--- config.mk ---
export PLATFORM = sky130hd
export DESIGN_NAME = rename_map_ckpt
export DESIGN_NICKNAME = d
export VERILOG_FILES = /design/src/rtl/rename_map_ckpt.sv
export SDC_FILE = /design/constraint.sdc
export NUM_CORES = 2
export LEC_CHECK = 0
export ABC_AREA = 1
export BUFFER_PORTS_ARGS = -buffer_cell sky130_fd_sc_hd__buf_2
export CORE_MARGIN = 2
export CORE_UTILIZATION = 45
export CTS_BUF_LIST = sky130_fd_sc_hd__clkbuf_4
export DETAILED_ROUTE_END_ITERATION = 10
export GPL_ROUTABILITY_DRIVEN = 1
export HOLD_SLACK_MARGIN = 0.05
export PLACE_DENSITY = 0.63
export SYNTH_ARGS = -nofsm -noshare
export SYNTH_HDL_FRONTEND = slang
export SYNTH_SLANG_ARGS = --single-unit
export TNS_END_PERCENT = 10
--- constraint.sdc ---
create_clock -name clock -period 41.5 [get_ports clock]
set_clock_uncertainty 0.15 [all_clocks]
set_input_delay 4.15 -clock clock [delete_from_list [all_inputs] [get_ports clock]]
set_output_delay 4.15 -clock clock [all_outputs]
set_load 0.05 [all_outputs]
--- src/rtl/rename_map_ckpt.sv ---
// Register-rename map table with intra-group bypass, per-PR ready bits and
// branch checkpoints that restore the whole map in a single cycle.
module rename_map_ckpt #(
    parameter  int N_WAY     = 2,
    parameter  int ARCH_REGS = 32,
    parameter  int PHYS_REGS = 64,
    parameter  int N_CKPT    = 4,
    localparam int AW        = $clog2(ARCH_REGS),
    localparam int PW        = $clog2(PHYS_REGS),
    localparam int CW        = $clog2(N_CKPT)
) (
    input  logic                clock,
    input  logic                reset,
    input  logic [N_WAY-1:0]    dis_valid,
    input  logic [N_WAY*AW-1:0] dis_dest,
    input  logic [N_WAY*AW-1:0] dis_src1,
    input  logic [N_WAY*AW-1:0] dis_src2,
    input  logic [N_WAY*PW-1:0] dis_newpr,
    input  logic [N_WAY-1:0]    dis_branch,
    output logic                dis_ready,
    output logic [CW-1:0]       dis_ckpt_id,
    output logic [N_WAY*PW-1:0] src1_pr,
    output logic [N_WAY-1:0]    src1_rdy,
    output logic [N_WAY*PW-1:0] src2_pr,
    output logic [N_WAY-1:0]    src2_rdy,
    output logic [N_WAY*PW-1:0] old_pr,
    input  logic [N_WAY-1:0]    cdb_valid,
    input  logic [N_WAY*PW-1:0] cdb_pr,
    input  logic                squash,
    input  logic [CW-1:0]       squash_id,
    input  logic                ckpt_free,
    output logic                ckpt_full
);

    // Checkpoints are flops, not RAM: a restore reads every entry at once.
    logic [PW-1:0]        map_reg  [ARCH_REGS];
    logic [PW-1:0]        map_next [ARCH_REGS];
    logic [PW-1:0]        ckpt_val [ARCH_REGS];
    logic [PW-1:0]        ckpt_reg [N_CKPT][ARCH_REGS];
    logic [PHYS_REGS-1:0] ready_reg, ready_next;
    logic [CW-1:0]        head_reg, tail_reg, head_after;
    logic [CW:0]          count_reg, count_after;
    logic                 free_ok, has_br, accept_br, past_br;
    logic [N_WAY-1:0]     br_vec, renames, s1_byp, s2_byp;
    logic [AW-1:0]        dest [N_WAY];
    logic [AW-1:0]        src1 [N_WAY];
    logic [AW-1:0]        src2 [N_WAY];
    logic [PW-1:0]        newpr [N_WAY];
    logic [PW-1:0]        cdbpr [N_WAY];
    logic [PW-1:0]        s1_pr [N_WAY];
    logic [PW-1:0]        s2_pr [N_WAY];
    logic [PW-1:0]        o_pr  [N_WAY];

    function automatic logic cdb_hit(input logic [PW-1:0] pr);
        cdb_hit = 1'b0;
        for (int w = 0; w < N_WAY; w++)
            if (cdb_valid[w] && cdbpr[w] == pr) cdb_hit = 1'b1;
    endfunction

    genvar gi;
    generate
        for (gi = 0; gi < N_WAY; gi++) begin : g_slot
            assign dest[gi]  = dis_dest[gi*AW +: AW];
            assign src1[gi]  = dis_src1[gi*AW +: AW];
            assign src2[gi]  = dis_src2[gi*AW +: AW];
            assign newpr[gi] = dis_newpr[gi*PW +: PW];
            assign cdbpr[gi] = cdb_pr[gi*PW +: PW];
            assign renames[gi] = dis_valid[gi] && (dest[gi] != '0);
            assign src1_pr[gi*PW +: PW] = s1_pr[gi];
            assign src2_pr[gi*PW +: PW] = s2_pr[gi];
            assign old_pr[gi*PW +: PW]  = o_pr[gi];
            assign src1_rdy[gi] = !s1_byp[gi] && (ready_reg[s1_pr[gi]] || cdb_hit(s1_pr[gi]));
            assign src2_rdy[gi] = !s2_byp[gi] && (ready_reg[s2_pr[gi]] || cdb_hit(s2_pr[gi]));
        end
    endgenerate

    // Later matching slots overwrite earlier ones, so the youngest older writer wins.
    always_comb begin
        s1_byp = '0;
        s2_byp = '0;
        for (int n = 0; n < N_WAY; n++) begin
            s1_pr[n] = map_reg[src1[n]];
            s2_pr[n] = map_reg[src2[n]];
            o_pr[n]  = map_reg[dest[n]];
            for (int k = 0; k < n; k++) begin
                if (renames[k]) begin
                    if (dest[k] == src1[n]) begin
                        s1_pr[n]  = newpr[k];
                        s1_byp[n] = 1'b1;
                    end
                    if (dest[k] == src2[n]) begin
                        s2_pr[n]  = newpr[k];
                        s2_byp[n] = 1'b1;
                    end
                    if (dest[k] == dest[n]) o_pr[n] = newpr[k];
                end
            end
            if (dest[n] == '0) o_pr[n] = '0;
        end
    end

    assign br_vec      = dis_valid & dis_branch;
    assign has_br      = |br_vec;
    assign ckpt_full   = (count_reg == (CW+1)'(N_CKPT));
    assign dis_ready   = !squash && !(ckpt_full && has_br);
    assign accept_br   = dis_ready && has_br;
    assign dis_ckpt_id = tail_reg;
    assign free_ok     = ckpt_free && (count_reg != '0);
    assign head_after  = head_reg + CW'(free_ok);
    assign count_after = count_reg - (CW+1)'(free_ok);

    // The snapshot stops taking renames once the branch slot has been passed.
    always_comb begin
        map_next = map_reg;
        ckpt_val = map_reg;
        past_br  = 1'b0;
        for (int k = 0; k < N_WAY; k++) begin
            if (renames[k]) begin
                map_next[dest[k]] = newpr[k];
                if (!past_br) ckpt_val[dest[k]] = newpr[k];
            end
            if (br_vec[k]) past_br = 1'b1;
        end
    end

    // CDB sets first so a same-cycle dispatch clear of that PR wins.
    always_comb begin
        ready_next = ready_reg;
        for (int w = 0; w < N_WAY; w++)
            if (cdb_valid[w]) ready_next[cdbpr[w]] = 1'b1;
        if (dis_ready)
            for (int k = 0; k < N_WAY; k++)
                if (renames[k]) ready_next[newpr[k]] = 1'b0;
    end

    always_ff @(posedge clock or posedge reset) begin
        if (reset) begin
            for (int i = 0; i < ARCH_REGS; i++) map_reg[i] <= PW'(i);
            ready_reg <= '1;
            head_reg  <= '0;
            tail_reg  <= '0;
            count_reg <= '0;
        end else begin
            ready_reg <= ready_next;
            head_reg  <= head_after;
            if (squash) begin
                map_reg   <= ckpt_reg[squash_id];
                tail_reg  <= squash_id + CW'(1);
                count_reg <= {1'b0, squash_id - head_after} + (CW+1)'(1);
            end else begin
                if (dis_ready) map_reg <= map_next;
                if (accept_br) begin
                    tail_reg  <= tail_reg + CW'(1);
                    count_reg <= count_after + (CW+1)'(1);
                end else begin
                    count_reg <= count_after;
                end
            end
        end
    end

    always_ff @(posedge clock) begin
        if (accept_br) ckpt_reg[tail_reg] <= ckpt_val;
    end

endmodule
==> reports/results.txt <==
Outcome: complete, no violations
Number of violations of the max-capacitance limit: 0
Post-route antenna net violation count: 0
Required time at the endpoint of the critical path: 37200 ps
Max clock buf depth: 4
Ordered list of cells on the worst path: buf_2 > buf_4 > inv_4 > buf_4 > o21ai_0 > a21oi_1 > o21ai_0 > nand3_1 > nand3_2 > nand2_1 > buf_4 > inv_2 > nand2_1 > nand3_1 > nand3_1 > nand3_1 > nand3_1 > nand3_1 > nand3_1 > buf_2
Worst hold start: head_reg[1]$_DFF_PP0_
Placed cells: 8845
Wirelength, routed: 290000 um
Clock buffers created by TritonCTS: 295
Setup repair after global routing missed its margin: no
Maximum number of pins on one net before global-route repair: 152
Netlist area before placement: 62100 um2
Max stage delay on crit path: 790 ps
Fin Hold WS: 327 ps
Hold-critical path endpoint: head_reg[1]$_DFF_PP0_
TritonRoute pass-1 iters: 8
Average wire per cell in the routed design: 31.0 um
Least-Margin Pin Slew: 1410 ps
Via-per-instance ratio: 6.67
Minimum setup slack among reg-to-reg paths: 36570 ps
Clock tree from TritonCTS: done
Slowest library cell on the worst path: sky130_fd_sc_hd__buf_4
Total die area: 141000 um2
Final critical-path share of the clock period: 0.315
Yosys cell types: 53
Final net count: 7420
Pins over their slew limit: 0
Count of synthesis-stage warnings from yosys: 0
HPWL after detailed placement: 189000 um
Die outline height: 375 um
Crit. End Element: output port
Detailed Route Iter0 Violations: 9112
Classification of the worst-slack hold path: register to register
Post-cts gate resize count: 0
Via count of the first global-routing pass: 56200
Commonest non-fill, non-tap cell in the layout: sky130_fd_sc_hd__nand2_1
Critical register-to-register path endpoint: ckpt_reg[3][171]$_DFFE_PP_
Initial core utilization: 0.452
Port-buffer cells: 109
CTS Hold Buffers Added: 0
Source-to-sink clock delay at the later pin of the worst-skew pair: 1300 ps
WP buf/inv: 7
Overall power: 3.19 mW
Leading cell types in the layout, fill and taps excluded: sky130_fd_sc_hd__nand2_1, sky130_fd_sc_hd__o21ai_0, sky130_fd_sc_hd__a21oi_1
Path type of the worst setup path: input port to output port
Relative slew slack: 0.0597
Clock Root Buffer: sky130_fd_sc_hd__clkbuf_4
Finish-stage setup viols: 0
Static Leak: 25.5 nW
Worst path most repeated cell: sky130_fd_sc_hd__nand3_1
Number of design rule violations left after detail routing: 0
Top_reg_cell synth: sky130_fd_sc_hd__edfxtp_1
H-tree depth: 5
CP top delay family: buffers and inverters
Total routing usage reported by global routing: 0.401
Power per cell area: 47.8 nW/um2
Final period demand of the worst path: 13070 ps
Total number of placement rows: 136
Logic depth of the worst register-to-register path: 10
Layout filler cell count: 13300
Final sum of negative setup slack: 0 ps
Vias post-DR: 62500
Ports placed on the boundary: 110
Synthesized Nets: 7539
Peak supply drop: 35.4 uV
Maximum net fanout on the critical path: 92
GPL Wtd Cong: 1.05
Critical R2R Launch: count_reg[2]$_DFF_PP0_
Async set or reset register ratio after synthesis: 0.255
Number of post-CTS setup repair buffers: 0
Width of the chip: 375 um
Hold path depth: 1
Worst Setup Slack post-DPL: 28580 ps
Clock slew at reported path FFs: 60 ps
Fin worst setup slack: 28430 ps
Max Freq: 0.0765 GHz
Flip-flop count of the largest register, all copies and words added: 768
Post-Syn Area per Cell: 8.31 um2
Global route total overflow: 0
Number of enable flip-flop cells after synthesis: 768
Fraction of layout cells with a size suffix above 1: 0.122
Critical path arrival: 8770 ps
Post-synthesis sequential element count: 1031
Core region area: 137000 um2
Final instance count without filler cells: 9366
Final number of hold-violating endpoints: 0
Wire length of the first global-routing pass: 411000 um
CTS Sinks: 1031
Type of element launching the critical path: input port
Area Overhead vs Synth: 7.66%
Initial antenna violation count: 16
Post-Synthesis Cells: 7467
Sequential-to-total area share from yosys stat: 0.481
## metal layers
metal	global-route usage	share of wire
met5	0	0.00025
met2	0.576	0.42
met3	0.106	0.13
met1	0.546	0.39
met4	0.228	0.065
## power breakdown
group	switching, mW	internal, mW
Sequential	0.133	1.27
Combinational	0.625	0.218
Clock	0.442	0.501
Total	1.20	1.99
## metrics by stage
| stage | util | instance area (um2) |
|---|---|---|
| 2_1_floorplan | - | 62100 |
| 4_1_cts | 0.487 | 66800 |
| 5_1_grt | 0.487 | 66800 |
| 6_report | 0.487 | 66800 |
| 3_5_place_dp | 0.460 | 63100 |
| 3_3_place_gp | 0.460 | 63100 |
## logic make-up after synthesis
logic type               count (synthesis)  share of synthesized area
XOR/XNOR                                30                    0.00423
AO/OA/AOI/OAI                         2734                      0.266
multiplexers                            25                    0.00403
AND/OR/NAND/NOR                       2498                      0.169
flip-flops                            1031                      0.481
buffers and inverters                 1143                     0.0754
adder cells (fa/ha/maj)                  6                    0.00121
## cell type report
class,instances,area (um2),area share
inverters,503,1950,0.0292
clock inverters,68,342,0.00511
clock buffers,440,3300,0.0494
flip-flops and latches,1031,29800,0.446
well taps,1794,2240,0.0336
diodes,13,32.5,0.000487
repair buffers,224,1510,0.0226
multi-input cells,5293,27600,0.413
## worst max-delay path by stage
stage	from	to	slack [ps]	depth (start not counted)
floorplan	dis_valid[0]	ckpt_reg[0][0]$_DFFE_PP_	22370	8
global placement	dis_src2[0]	src2_rdy[0]	28630	20
detailed placement	dis_src2[0]	src2_rdy[0]	28580	20
CTS	dis_src2[0]	src2_rdy[0]	28580	20
global route	dis_src2[0]	src2_rdy[0]	28090	20
finish	dis_src2[0]	src2_rdy[0]	28430	20
## cells in the mapped netlist, types with 4 or more instances
master                     number  area [um2]
sky130_fd_sc_hd__clkbuf_1     415        1560
sky130_fd_sc_hd__o211ai_1     342        2570
sky130_fd_sc_hd__xnor2_1        4        35.0
sky130_fd_sc_hd__inv_4          4        25.0
sky130_fd_sc_hd__a21oi_1      775        3880
sky130_fd_sc_hd__buf_6         13         146
sky130_fd_sc_hd__a22o_1        12         105
sky130_fd_sc_hd__o21ai_2        7        61.3
sky130_fd_sc_hd__clkinv_1      15        56.3
sky130_fd_sc_hd__nor3_1        29         145
sky130_fd_sc_hd__nand2_2        7        43.8
sky130_fd_sc_hd__dfrtp_1      119        2980
sky130_fd_sc_hd__nor2_1       125         469
sky130_fd_sc_hd__edfxtp_1     768       23100
sky130_fd_sc_hd__a211oi_1       5        37.5
sky130_fd_sc_hd__dfstp_2      144        3780
sky130_fd_sc_hd__buf_2        140         701
sky130_fd_sc_hd__inv_1        462        1730
sky130_fd_sc_hd__o21ai_1       67         335
sky130_fd_sc_hd__o21ai_0      964        4820
sky130_fd_sc_hd__nand3_1      604        3020
sky130_fd_sc_hd__nor2_2         4        25.0
sky130_fd_sc_hd__nor3_2        14         140
sky130_fd_sc_hd__nand2_4        4        45.0
sky130_fd_sc_hd__nor4_1         5        31.3
sky130_fd_sc_hd__buf_4         28         210
sky130_fd_sc_hd__a22oi_1       54         405
sky130_fd_sc_hd__o221ai_1      57         499
sky130_fd_sc_hd__inv_2         22        82.6
sky130_fd_sc_hd__nand4_1       23         144
sky130_fd_sc_hd__a31oi_1        8        50.1
sky130_fd_sc_hd__ha_1           6        75.1
sky130_fd_sc_hd__a221oi_1      83         727
sky130_fd_sc_hd__xor2_1        26         228
sky130_fd_sc_hd__a311o_1       14         140
sky130_fd_sc_hd__o22ai_1      165        1030
sky130_fd_sc_hd__buf_1         41         154
sky130_fd_sc_hd__mux2i_1       25         250
sky130_fd_sc_hd__a221o_1      170        1700
sky130_fd_sc_hd__nand2_1     1672        6280
sky130_fd_sc_hd__nand3_2        5        50.1
No activity file was read; power rests on OpenSTA's default activity.
